<file path="config.mk">
export PLATFORM = sky130hd
export DESIGN_NAME = if_fetch
export DESIGN_NICKNAME = d
export VERILOG_FILES = /design/src/rtl/if_fetch.sv
export SDC_FILE = /design/constraint.sdc
export NUM_CORES = 1
export LEC_CHECK = 0
export CAP_MARGIN = 20
export CORE_MARGIN = 4
export CORE_UTILIZATION = 25
export CTS_BUF_LIST = sky130_fd_sc_hd__clkbuf_16
export DETAILED_ROUTE_END_ITERATION = 7
export SLEW_MARGIN = 20
export SYNTH_ARGS = -nofsm -noshare
export SYNTH_HDL_FRONTEND = slang
export SYNTH_SLANG_ARGS = --single-unit
</file>
<file path="constraint.sdc">
create_clock -name clk -period 9.7 [get_ports clk]
set_input_delay 1.94 -clock clk [delete_from_list [all_inputs] [get_ports clk]]
set_output_delay 1.94 -clock clk [all_outputs]
set_load 0.05 [all_outputs]
</file>
<file path="src/rtl/if_fetch.sv">
// Instruction fetch stage: one registered output slot plus a one-entry skid buffer, redirect draining.
// Optional build macro IF_ALIGN_CHK_EN adds if_misalign and traps misaligned redirect targets.
module if_fetch #(
  parameter logic [31:0] RESET_PC = 32'h0000_0000
) (
  input  logic        clk,
  input  logic        rst,
  input  logic        stall,
  input  logic        br_flag,
  input  logic [31:0] br_target,
  input  logic        flush,
  input  logic [31:0] flush_pc,
  output logic        imem_req,
  output logic [31:0] imem_addr,
  input  logic        imem_ack,
  input  logic [31:0] imem_rdata,
  output logic [31:0] if_pc,
  output logic [31:0] if_inst,
  output logic        if_valid
`ifdef IF_ALIGN_CHK_EN
  ,
  output logic        if_misalign
`endif
);

  typedef enum logic [1:0] {BOOT, REQ, WAIT_SLOT, DRAIN} state_t;

  state_t      state, state_nx;
  logic [31:0] pc, pc_nx;
  logic [31:0] drain_addr, drain_addr_nx;
  logic [31:0] skid_pc, skid_pc_nx;
  logic [31:0] skid_inst, skid_inst_nx;
  logic [31:0] slot_pc_nx, slot_inst_nx;
  logic        slot_vld_nx;
  logic        halt, halt_nx;
  logic        redir, tgt_bad, consume, req_c;
  logic [31:0] tgt, addr_c;

  assign redir   = flush | br_flag;
  assign consume = if_valid & ~stall;

  always_comb begin
    tgt = flush ? flush_pc : br_target;
`ifdef IF_ALIGN_CHK_EN
    tgt_bad = redir & (tgt[1:0] != 2'b00);
`else
    tgt[1:0] = 2'b00;
    tgt_bad  = 1'b0;
`endif
  end

  always_comb begin
    state_nx      = state;
    pc_nx         = pc;
    drain_addr_nx = drain_addr;
    skid_pc_nx    = skid_pc;
    skid_inst_nx  = skid_inst;
    slot_pc_nx    = if_pc;
    slot_inst_nx  = if_inst;
    slot_vld_nx   = if_valid & stall;
    halt_nx       = halt;
    req_c         = 1'b0;
    addr_c        = pc;

    // A redirect always empties the slot, except a trapped target which parks itself there.
    if (redir) begin
      pc_nx       = tgt;
      halt_nx     = tgt_bad;
      slot_vld_nx = tgt_bad;
      if (tgt_bad) begin
        slot_pc_nx   = tgt;
        slot_inst_nx = '0;
      end
    end

    case (state)
      BOOT: begin
        state_nx = (redir && tgt_bad) ? WAIT_SLOT : REQ;
      end
      REQ: begin
        req_c = 1'b1;
        if (redir) begin
          if (imem_ack) begin
            state_nx = tgt_bad ? WAIT_SLOT : REQ;
          end else begin
            drain_addr_nx = pc;
            state_nx      = DRAIN;
          end
        end else if (imem_ack) begin
          pc_nx = pc + 32'd4;
          if (!if_valid || consume) begin
            slot_pc_nx   = pc;
            slot_inst_nx = imem_rdata;
            slot_vld_nx  = 1'b1;
          end else begin
            skid_pc_nx   = pc;
            skid_inst_nx = imem_rdata;
            state_nx     = WAIT_SLOT;
          end
        end
      end
      WAIT_SLOT: begin
        if (redir) begin
          state_nx = tgt_bad ? WAIT_SLOT : REQ;
        end else if (consume && !halt) begin
          slot_pc_nx   = skid_pc;
          slot_inst_nx = skid_inst;
          slot_vld_nx  = 1'b1;
          state_nx     = REQ;
        end
      end
      DRAIN: begin
        // Keep the abandoned request on the bus until memory answers, then throw the data away.
        req_c  = 1'b1;
        addr_c = drain_addr;
        if (imem_ack) state_nx = halt_nx ? WAIT_SLOT : REQ;
      end
      default: state_nx = BOOT;
    endcase
  end

  assign imem_req  = req_c & ~rst;
  assign imem_addr = imem_req ? addr_c : '0;

`ifdef IF_ALIGN_CHK_EN
  assign if_misalign = if_valid & halt;
`endif

  always_ff @(posedge clk) begin
    if (rst) state <= BOOT;
    else     state <= state_nx;
  end

  always_ff @(posedge clk) begin
    if (rst) begin
      pc       <= RESET_PC;
      halt     <= 1'b0;
      if_valid <= 1'b0;
      if_pc    <= '0;
      if_inst  <= '0;
    end else begin
      pc       <= pc_nx;
      halt     <= halt_nx;
      if_valid <= slot_vld_nx;
      if_pc    <= slot_pc_nx;
      if_inst  <= slot_inst_nx;
    end
    drain_addr <= drain_addr_nx;
    skid_pc    <= skid_pc_nx;
    skid_inst  <= skid_inst_nx;
  end

endmodule

</file>
[Yosys cells after proc, flatten, opt, wreduce, memory -nomap -nowiden]
Index checks and enable logic that the tools add are counted.
Operators by class
  add/subtract/negate cells: 1
  equality and inequality tests: 12
  mux-type cells: 37
  bitwise logic cells: 9
  reduce and logical (&&, ||, !) cells: 11
Operators with widths (count)
  two-way mux 32 bit: 17
  case mux 32 bit (2 select lines): 2
  adder 32 x 3 -> 32 bit, second input constant: 1
  two-way mux 2 bit: 8
  inequality test 2 bit, second input constant: 6
  inequality test 3 bit, second input constant: 3
  two-way mux 1 bit: 8
  case mux 2 bit (4 select lines): 1
  AND reduction 4 bit: 2
  AND reduction 6 bit: 1
  inverter 1 bit: 5
  equality test 2 bit, second input constant: 2
  AND 1 bit: 3
  AND reduction 3 bit: 1
  equality test 2 x 1 -> 1 bit, second input constant: 1
  zero test 1 bit: 2
  zero test 2 bit: 1
  case mux 1 bit (2 select lines): 1
  nonzero test 2 bit: 1
  OR reduction 2 bit: 1
  logical AND 1 bit: 1
  logical OR 1 bit: 1
  bitwise OR 1 bit: 1
Word-level totals
  register bits after elaboration: 196
  input port bits: 102
  output and inout port bits: 98

[Depth between registers and ports, before layout]
  depth in word-level cells: 7
  depth in mapped cells: 11
  depth with buffers taken out: 7

[Worst setup path before layout]
OpenSTA, ideal clock, no wires.
  path kind: in2reg
  start point: input port flush
  end point: register skid_inst[0] (enable)
  arrival: 6844 ps
  slack: 2292 ps
  stages: 3
  path through: clkbuf_1 or2_2 nor3_1
Between the ends
  longest elaborated chain between the ends: 3
Ends and longest elaborated chain
  from (decl): line 11  | input logic flush,
  bitwise OR 1 bit: line 39  | assign redir = flush | br_flag;
  inverter 1 bit (no source line)
  AND reduction 4 bit (no source line)
  to (signal assigned): line 150  | skid_inst <= skid_inst_nx;
  to (decl): line 32  | logic [31:0] skid_inst, skid_inst_nx;
No other way between the ends.
A chain may end at the register's enable or synchronous reset.

[Worst setup path in the final report]
  start point: input port rst
  end point: output port imem_addr[22]
Between the ends
  longest elaborated chain between the ends: 3
Ends and longest elaborated chain
  from (decl): line 7  | input logic rst,
  inverter 1 bit: line 122  | assign imem_req = req_c & ~rst;
  AND 1 bit: line 122
  two-way mux 32 bit: line 123  | assign imem_addr = imem_req ? addr_c : '0;
  to (decl): line 14  | output logic [31:0] imem_addr,
No other way between the ends.

==> results summary <==
The number of synthesis warnings came out at 0. STA classifies the critical path endpoint as an output pin. The share of total power in sequential cells is 48.1%. The part of the power in the clock network came out at between 30% and 40%. The wire length on met3 is 1790 um.

In the synthesized netlist the dominant register cell turns out to be sky130_fd_sc_hd__dfxtp_1. Summed over all cells, the static leakage comes to 3.58 nW. The initial antenna violation count came out at 2. Measured along the x axis, the die boundary spans 194 um.

The arrival time at the worst endpoint is about 4.3 ns. The setup slack of the most critical reg-to-reg path came out at 6.05 ns. The worst vdd rail ir drop is 0.120 mV.

Across the run, the number of max-cap violations was 0. The die outline height came out at a little under 200 um. The average cell area after synthesis is 11.7 um^2. In this run, CTS created clock tree buffers numbering 17. The worst slew margin relative to its limit is 23.1%. The number of clock sinks seen by CTS came out at 196. Once the floorplan was initialized, standard cells occupied about a quarter of the core. The final hold violation count is 0. In the layout the commonest cells are sky130_fd_sc_hd__clkdlybuf4s50_1, sky130_fd_sc_hd__nor2_1, sky130_fd_sc_hd__mux2i_1, sky130_fd_sc_hd__dfxtp_1, sky130_fd_sc_hd__edfxtp_1. The share of cells above drive strength 1 is between 10% and 20%.

The largest fanout on the critical path came out at 46. Yosys attributes the largest share of cell area to sky130_fd_sc_hd__edfxtp_1, sky130_fd_sc_hd__dfxtp_1, sky130_fd_sc_hd__mux2i_1, sky130_fd_sc_hd__a211oi_2, sky130_fd_sc_hd__nor2_1. The post-synthesis async set-or-reset flop share came out at 0%. The internal power summed over all cells came out at 1.39 mW. The switching share of power came out at between 20% and 30%. Across all layers, the routed design uses between 6k and 7k vias. The share of the synthesized area in the top cell type came out at roughly 33%.

For this run, design rule violations remaining after detail routing come to 0. The flow ran to the end, and the final reports show no timing, DRC or antenna violations. The library cell used most frequently in the layout, excluding fill and tap cells, is sky130_fd_sc_hd__clkdlybuf4s50_1. The number of instances in the synthesized netlist came out at between 700 and 800.

The maximum single-stage delay on the critical path is about 0.70 ns. The number of placement rows came out at 68. Routability-driven placement finished with a final weighted congestion of about 0.76. The total nets after synthesis came out at 851. The detail route stage leaves a number of antenna-violating nets equal to 0. Setup repair after global routing left no endpoint under its margin.

Yosys mapped a number of flops with a built-in enable equal to 96. Power spread over the standard cell area amounts to roughly 170 nW/um^2. The routed wirelength normalized by instance count is ~19 um.

The global-route wire length before repair is approximately 40000 um. The net switching power figure came out at about 0.53 mW. The number of global-route vias before repair is around 6.5k. Compared with the post-synthesis result, the final layout area differs by 34.2%. Combinational logic is responsible for roughly 15% of the overall power. The worst path in the final design needs a cycle of between 6 and 7 ns, including I/O delays and setup. The full die area came out at between 30000 and 40000 um^2. The region available for standard cell placement spans approximately 34000 um^2. The total met2 wirelength after detailed routing came out at around 12000 um. The setup violation total in the final timing report came out at 0.

The worst-case clock skew came out at around 0.011 ns. Pin placement for this block handled 200 I/O pins. The final setup TNS is 0 ns. The tightest hold margin is between 0.5 and 0.6 ns. The area of the mapped netlist came out at ~8700 um^2.

The detailed router put a total of 12400 um of wire on met1. The hold buffer count at cts came out at 0. The critical setup path kind is input port to output pin. The share of the core filled with cells in the final layout came out at 33.9%.

The signal on the critical path passes through buf_4 -> inv_1 -> o21ai_4 -> buf_16 -> nor2_1 -> clkdlybuf4s50_1. The clock latency reported for the late side of the worst-skew pair came out at ~0.44 ns. The post-CTS setup-driven buffer insertion count is 0. The total number of H-tree levels came out at 4.

The highest-delay cell along the critical path is sky130_fd_sc_hd__clkdlybuf4s50_1. In the routed layout, each cell is associated on average with a via count of around 4.6. The buffer depth of the longest clock path is 2. The total of flip-flops plus latches after synthesis came out at slightly below 200. The total congestion overflow after global routing came out at 0.

The slew at the pin closest to its max-slew limit came out at roughly 1.1 ns. The largest net degree at the start of global routing is 70. The number of distinct standard cells referenced by the synthesized netlist is 43. The number of max-slew violations in the final report came out at 0. The global routing usage summed across all routing layers is approximately 14%. Signal routing reaches up to met5. The pre-antenna-repair detailed-routing pass consisted of 5 iterations.

The worst hold-check path type is flop to flop. The total of buffers placed on input and output ports is 195. TritonCTS built the clock tree. The clock root buffer master is sky130_fd_sc_hd__clkbuf_16.

The endpoint required time on the critical path is 7.76 ns. The initial detailed-routing violation count is 350. The largest total area in the synthesized netlist belongs to sky130_fd_sc_hd__edfxtp_1. The highest attainable clock frequency came out at approximately 0.16 GHz. The final net count came out at around 1.0k. The portion of the clock cycle consumed by the worst path in the final layout is between 60% and 70%. The HPWL after detailed placement is roughly 18000 um.

After clock tree synthesis, the clock-pin slew on the worst setup and hold paths is 0.07 ns. The antenna diode count is 0. The type of element launching the critical path is an input port. Sequential cells were found to cover about 56% of the synthesized design area. The final layout contains routed wiring with a total length of between 20000 and 30000 um. The quantity of gates resized following cts came out at 0.
-- through the flow --
step | instance area [um^2] | std cells | setup WS (ns) | power [mW]
global route | 11700 | 1380 | 3.35 | 2.01
finish | 11700 | 1380 | 3.51 | 1.92
global placement | 11000 | 1346 | 3.50 | 1.24
CTS | 11700 | 1380 | 3.50 | 1.96
detailed placement | 11100 | 1348 | 3.50 | 1.24
floorplan | 8690 | 745 | 2.29 | 1.12
-- cells by family after synthesis --
group | synth area share [%]
fa+ha+maj | 0.576
xor+xnor | 2.72
buf+inv | 3.79
flops | 56.2
compound gates | 14.4
mux | 11.6
simple gates | 10.6
-- cell type report --
cell class,count,area (um^2)
clock buffers,17,425
clock inverters,15,141
fillers,3464,22700
inverters,11,41.3
multi-input cells,480,3520
flip-flops and latches,196,4880
well taps,455,569
repair buffers,206,2070
-- synth_stat cells, types with 9 or more instances --
cell type	count
sky130_fd_sc_hd__nor2_1	113
sky130_fd_sc_hd__mux2i_1	101
sky130_fd_sc_hd__dfxtp_1	100
sky130_fd_sc_hd__edfxtp_1	96
sky130_fd_sc_hd__a211oi_2	52
sky130_fd_sc_hd__clkbuf_1	36
sky130_fd_sc_hd__nand2_1	27
sky130_fd_sc_hd__o22ai_1	24
sky130_fd_sc_hd__a21oi_1	21
sky130_fd_sc_hd__a211oi_1	18
sky130_fd_sc_hd__xor2_1	18
sky130_fd_sc_hd__nand4_1	17
sky130_fd_sc_hd__a22oi_1	13
sky130_fd_sc_hd__nand3_1	11
sky130_fd_sc_hd__inv_1	10
sky130_fd_sc_hd__o21ai_0	10
sky130_fd_sc_hd__and3_1	9
sky130_fd_sc_hd__xnor2_1	9
-- power by group through the flow --
stage / clock, mW / sequential [mW] / combinational (mW)
finish: 0.704 / 0.927 / 0.294
floorplan: 0 / 0.977 / 0.140
CTS: 0.733 / 0.927 / 0.298
detailed placement: 0 / 0.946 / 0.297
global placement: 0 / 0.945 / 0.290
global route: 0.761 / 0.931 / 0.315
-- state kept, by name, summed over array words and instances (netlist names) --
signal / cells
halt: 1
pc: 32
if_pc: 32
skid_pc: 32
skid_inst: 32
state: 2
if_valid: 1
if_inst: 32
drain_addr: 32
-- worst max-delay path, delay by kind of cell --
family	cells	cell delay (ns)
buf+inv	4	1.81
compound gates	1	0.37
simple gates	1	0.07
-- path summary, 6_finish.rpt --
check        cells past startpoint            end         from
min                              2    if_inst[28]  if_inst[28]
max                              6  imem_addr[22]          rst
max reg2reg                      9     if_inst[2]     state[1]
min reg2reg                      2    if_inst[28]  if_inst[28]
-- routing by layer --
| layer | track usage (%) | vias to the layer above |
|---|---|---|
| met4 | 2.89 | 4 |
| met2 | 21.7 | 213 |
| met5 | 0 | - |
| met3 | 4.37 | 15 |
| li1 | - | 3080 |
| met1 | 18.7 | 3088 |
No activity file was read; power rests on OpenSTA's default activity.
